File: config.mk
export PLATFORM = sky130hd
export DESIGN_NAME = lsu_mem_master
export DESIGN_NICKNAME = d
export VERILOG_FILES = /design/src/rtl/lsu_mem_master.sv
export SDC_FILE = /design/constraint.sdc
export NUM_CORES = 1
export LEC_CHECK = 0
export ABC_AREA = 0
export CAP_MARGIN = 20
export CORE_MARGIN = 5
export CORE_UTILIZATION = 45
export DETAILED_ROUTE_END_ITERATION = 12
export HOLD_SLACK_MARGIN = 0.1
export PLACE_DENSITY = 0.88
export RECOVER_POWER = 50
export SETUP_SLACK_MARGIN = 0.3
export SLEW_MARGIN = 40
export SYNTH_ARGS = -nofsm -noshare
export SYNTH_HDL_FRONTEND = slang
export SYNTH_SLANG_ARGS = --single-unit
export TNS_END_PERCENT = 20
File: constraint.sdc
create_clock -name clk -period 3.5 [get_ports clk]
set_input_delay 1.05 -clock clk [delete_from_list [all_inputs] [get_ports clk]]
set_output_delay 1.05 -clock clk [all_outputs]
set_load 0.03 [all_outputs]
File: src/rtl/lsu_mem_master.sv
// Load/store unit memory master: byte-addressed RISC-V LB/LH/LW/LBU/LHU/SB/SH/SW to word accesses.
// Define MISALIGN_SPLIT_EN to run word-crossing accesses as two beats; otherwise they fault.
//   state | meaning
//   IDLE  | ready, waiting for a request
//   ACC1  | first (or only) memory beat
//   ACC2  | second beat of a word-crossing access
//   RESP  | response held until consumed
module lsu_mem_master #(
  parameter int unsigned MEM_WORDS = 256
) (
  input  logic        clk,
  input  logic        reset,
  input  logic        req_valid,
  output logic        req_ready,
  input  logic        req_wr,
  input  logic [2:0]  req_funct3,
  input  logic [31:0] req_addr,
  input  logic [31:0] req_wdata,
  output logic        resp_valid,
  input  logic        resp_ready,
  output logic [31:0] resp_rdata,
  output logic        resp_fault,
  output logic [31:0] addrL_LSU,
  output logic [31:0] addrS_LSU,
  output logic [31:0] store,
  input  logic [31:0] data_rd,
  output logic        wr_E,
  output logic        cs_E,
  output logic [3:0]  mask,
  output logic        Data_Memory_on
);

  typedef enum logic [1:0] {IDLE, ACC1, ACC2, RESP} state_t;
  state_t state, state_nxt;

  logic        wr_q;
  logic [2:0]  funct3_q;
  logic [1:0]  off_q;
  logic [7:0]  full_q;
  logic [31:0] w1_q, w2_q;
  logic [63:0] wdata_q;
  logic [31:0] lo_q;
  logic        split_q;

  logic [3:0]  size_m;
  logic [7:0]  full_in;
  logic        illegal_in, fault_in;
  logic [31:0] w_in, w2_in;

  always_comb begin
    case (req_funct3[1:0])
      2'b00:   size_m = 4'b0001;
      2'b01:   size_m = 4'b0011;
      default: size_m = 4'b1111;
    endcase
    full_in    = {4'b0000, size_m} << req_addr[1:0];
    illegal_in = (req_funct3[1:0] == 2'b11) || (req_funct3 == 3'b110) || (req_wr && req_funct3[2]);
`ifdef MISALIGN_SPLIT_EN
    fault_in   = illegal_in;
`else
    fault_in   = illegal_in || (full_in[7:4] != 4'b0000);
`endif
    w_in  = {2'b00, req_addr[31:2]} % MEM_WORDS;
    w2_in = (w_in == MEM_WORDS - 1) ? 32'd0 : w_in + 32'd1;
  end

`ifdef MISALIGN_SPLIT_EN
  assign split_q = (full_q[7:4] != 4'b0000);
`else
  assign split_q = 1'b0;
`endif

  // Align {hi,lo} by the byte offset, then truncate and extend to the access size.
  function automatic logic [31:0] load_ext(input logic [31:0] hi, input logic [31:0] lo,
                                           input logic [1:0] off, input logic [2:0] f3);
    logic [63:0] sh;
    sh = {hi, lo} >> {off, 3'b000};
    case (f3[1:0])
      2'b00:   load_ext = {{24{sh[7] & ~f3[2]}}, sh[7:0]};
      2'b01:   load_ext = {{16{sh[15] & ~f3[2]}}, sh[15:0]};
      default: load_ext = sh[31:0];
    endcase
  endfunction

  always_ff @(posedge clk) begin
    if (!reset) state <= IDLE;
    else        state <= state_nxt;
  end

  always_comb begin
    state_nxt  = state;
    req_ready  = 1'b0;
    resp_valid = 1'b0;
    cs_E       = 1'b1;
    wr_E       = 1'b0;
    mask       = 4'b0000;
    store      = 32'd0;
    addrL_LSU  = w1_q;
    addrS_LSU  = w1_q;
    case (state)
      IDLE: begin
        req_ready = 1'b1;
        if (req_valid) state_nxt = fault_in ? RESP : ACC1;
      end
      ACC1: begin
        cs_E      = 1'b0;
        wr_E      = wr_q;
        mask      = full_q[3:0];
        store     = wr_q ? wdata_q[31:0] : 32'd0;
        state_nxt = split_q ? ACC2 : RESP;
      end
      ACC2: begin
        cs_E      = 1'b0;
        wr_E      = wr_q;
        addrL_LSU = w2_q;
        addrS_LSU = w2_q;
        mask      = full_q[7:4];
        store     = wr_q ? wdata_q[63:32] : 32'd0;
        state_nxt = RESP;
      end
      RESP: begin
        resp_valid = 1'b1;
        if (resp_ready) state_nxt = IDLE;
      end
      default: state_nxt = IDLE;
    endcase
  end

  always_ff @(posedge clk) begin
    if (!reset) begin
      wr_q           <= 1'b0;
      funct3_q       <= 3'd0;
      off_q          <= 2'd0;
      full_q         <= 8'd0;
      w1_q           <= 32'd0;
      w2_q           <= 32'd0;
      wdata_q        <= 64'd0;
      lo_q           <= 32'd0;
      resp_rdata     <= 32'd0;
      resp_fault     <= 1'b0;
      Data_Memory_on <= 1'b0;
    end else begin
      Data_Memory_on <= 1'b1;
      case (state)
        IDLE: begin
          if (req_valid) begin
            wr_q       <= req_wr;
            funct3_q   <= req_funct3;
            off_q      <= req_addr[1:0];
            full_q     <= full_in;
            w1_q       <= w_in;
            w2_q       <= w2_in;
            wdata_q    <= {32'd0, req_wdata} << {req_addr[1:0], 3'b000};
            resp_rdata <= 32'd0;
            resp_fault <= fault_in;
          end
        end
        ACC1: begin
          if (!wr_q) begin
            if (split_q) lo_q <= data_rd;
            else         resp_rdata <= load_ext(32'd0, data_rd, off_q, funct3_q);
          end
        end
        ACC2: begin
          if (!wr_q) resp_rdata <= load_ext(data_rd, lo_q, off_q, funct3_q);
        end
        default: ;
      endcase
    end
  end

endmodule

==> impl_metrics.yaml <==
placement:
  dpl_cell_area_um2: 8700
  dp_hpwl_um: 16900
  place_congestion: 0.976
  portBuffers: 171
final_layout:
  multiInputGateArea_um2: 3950
  fill_cells: 1329
  fin_nets: 1103
  areaGrowthSynthToFinish_pct: 33.0
  utilization_pct: 61.2
  regArea_um2: 2430
  n_antenna_cell: 0
  fin_area_um2: 9300
  drive_gt1_share_pct: 15.9
critical_path:
  crit_path_top_delay_cell: "dlygate4sd3_1"
  cp-start-kind: "input port"
  critPathArrivalTime_ns: 3.54
  reg2reg_slack_ns: 0.74
  crit_type: "in -> reg"
  crit_path_max_fanout: 17
  cp-end-kind: "flip-flop"
  slowest_delay_ns: 0.62
  crit_required_ns: 3.78
  crit_path_cell_trace: "dlygate4sd3_1, nand2b_1, clkbuf_1, nand3_1, clkbuf_2, a21oi_1, o32ai_1"
clock_tree:
  path_clk_slew_ns: 0.05
  cts_made_buffers: 17
  tritoncts: "done"
  cts_sinks: 121
  cts.root.buffer_cell: "clkbuf_16"
  cts_hold_buf: 0
  cts.htree.levels: 4
  insertion_delay_ns: 0.41
  clockBufferDepth: 2
sta:
  hold_violations: 0
  min_period_ns: 3.26
  fin_hold_ws_ns: 0.442
  setup_viol: 0
  finClkSkew_ns: 0.00621
  slew_headroom_pct: 33.3
  rsz0062_at_grt: "yes"
  timing.setup.tns_ns: 0
  max_slew.worst_pin.slew_ns: 1.00
  finalMaxSlewViolations: 0
  fmax_ghz: 0.306
  finalCritPeriodShare_pct: 93.3
logic_synthesis:
  yosys.area.top_type: "dfxtp_1"
  yosysSeqAreaShare_pct: 34.6
  syn_inst: 843
  synthTopCellsByArea: "dfxtp_1 35%, a22oi_1 7.3%, buf_4 6.8%"
  yosys.area.top_type_share_pct: 34.6
  synth_cell_types: 57
  async_reset_ff_share_pct: 0
  synth_flop_cell: "dfxtp_1"
  synth_edf_count: 0
  avgSynthCellArea_um2: 8.30
  ys_ff_latch: 121
  ys_warn_count: 0
  synth_area_um2: 6990
floorplanning:
  die_x_um: 135
  num_rows: 45
  io-pin-count: 242
  initial_core_util_pct: 46.0
  die_y_um: 135
  core_area_um2: 15200
  dieArea_um2: 18100
run_status:
  status: "finished, final reports clean"
global_routing:
  groute.usage.overall_pct: 24.5
  grt_pass1_vias: 6753
  grt_max_degree: 35
  antenna_found_initial: 1
  overflow: 0
  grt_pass1_wl_um: 35700
detailed_routing:
  ant_nets: 0
  wl_um: 23600
  viasPerCell: 5.97
  wire_per_inst_um: 19.8
  drcViolationCount: 0
  vias: 7101
  drtPass1Iterations: 7
  drt_iter0_drc: 798
power_and_ir_drop:
  powerDensity_nw_per_um2: 534
  power_mw: 4.96
  power.static_leakage_nw: 3.56
  vdd_ir_drop_max_mv: 0.347
hold_path:
  hold_class: "reg -> reg"
job:
  maxCapViolCount: 0
==> sequential cells by signal (all words and copies together), names as in the netlist <==
name and flops:
state 2, wdata_q 56, resp_fault 1, off_q 2, wr_q 1, funct3_q 3, w2_q 8, full_q 7
w1_q 8, resp_rdata 32, Data_Memory_on 1
==> synthesized netlist by cell type (4+ instances only) <==
cell / number
o2bb2ai_1: 7
clkbuf_1: 50
a221oi_1: 5
a222oi_1: 17
o2111ai_1: 7
and3_1: 12
mux2_4: 4
a21oi_1: 84
mux2_2: 41
a22oi_1: 68
inv_1: 10
a211oi_1: 13
dfxtp_1: 121
or3_1: 6
o21ai_0: 17
a221o_1: 7
nand3_1: 5
buf_2: 15
xnor2_1: 4
a221oi_2: 4
ha_1: 7
and2_1: 4
buf_4: 63
nor3_1: 4
o211ai_1: 7
mux2i_1: 20
nand2_1: 73
o32ai_1: 8
a31oi_1: 10
nor2_1: 110
==> final timing paths <==
| kind | endpoint | from | depth (start not counted) |
|---|---|---|---|
| hold / removal | wdata_q[31] | wdata_q[31] | 2 |
| hold reg to reg | wdata_q[31] | wdata_q[31] | 2 |
| setup reg to reg | wdata_q[37] | state[0] | 6 |
| setup / recovery | resp_rdata[9] | req_valid | 7 |
==> cell type report <==
type | instances | area share [%]
Sequential cell | 121 | 26.1
Clock buffer | 23 | 5.25
Tap cell | 188 | 2.53
Inverter | 12 | 0.484
Multi-Input combinational cell | 623 | 42.5
Timing Repair Buffer | 217 | 22.1
Clock inverter | 6 | 0.982
==> stage by stage <==
step                setup slack [ns]  cells
finish                         0.235   1190
global route                   0.136   1190
CTS                           0.0778   1187
detailed placement             0.288   1158
global placement               0.318   1158
floorplan                      0.560    890
==> cell usage in the layout, fill, tap and decap left out, types with 20 or more instances in the layout <==
master,n
a21oi_1,84
a22oi_1,68
buf_4,54
clkdlybuf4s50_1,116
conb_1,48
dfxtp_1,118
mux2_2,41
mux2i_1,20
nand2_1,73
nor2_1,110
==> metal layers <==
metal  up-vias  track usage, %  wire [um]
li1       3271               -          -
met1      3361            31.6       9480
met2       423            40.4      11200
met3        44            6.18       2330
met4         2            7.86        506
met5         -               0          8
==> kinds of logic after synthesis <==
kind of cell,Yosys count,synth area share (%)
multiplexers,66,10.6
other,1,0.0536
adder cells (fa/ha/maj),7,1.25
XOR/XNOR,5,0.626
AO/OA/AOI/OAI,264,26.4
AND/OR/NAND/NOR,233,14.6
flip-flops,121,34.6
buffers and inverters,146,11.8
==> power by group <==
part           internal [mW]  switching (mW)  leakage [nW]
logic                  0.606            1.02          2.30
registers               1.52           0.103         0.986
clock network           1.11           0.608         0.273
==> repair_timing <==
item                                    in CTS  in global routing
endpoints found under the setup margin      50                 50
pin swaps                                    0                  1
buffers inserted                             0                  3
resized for setup                            5                 13
cloned                                       0                  0
==> critical path: cells and delay by family <==
family                 cells  cell delay (ns)
AO/OA/AOI/OAI              2             0.34
buffers and inverters      3             1.43
AND/OR/NAND/NOR            2             0.70
Note: power is estimated with default switching activity, not from simulation.
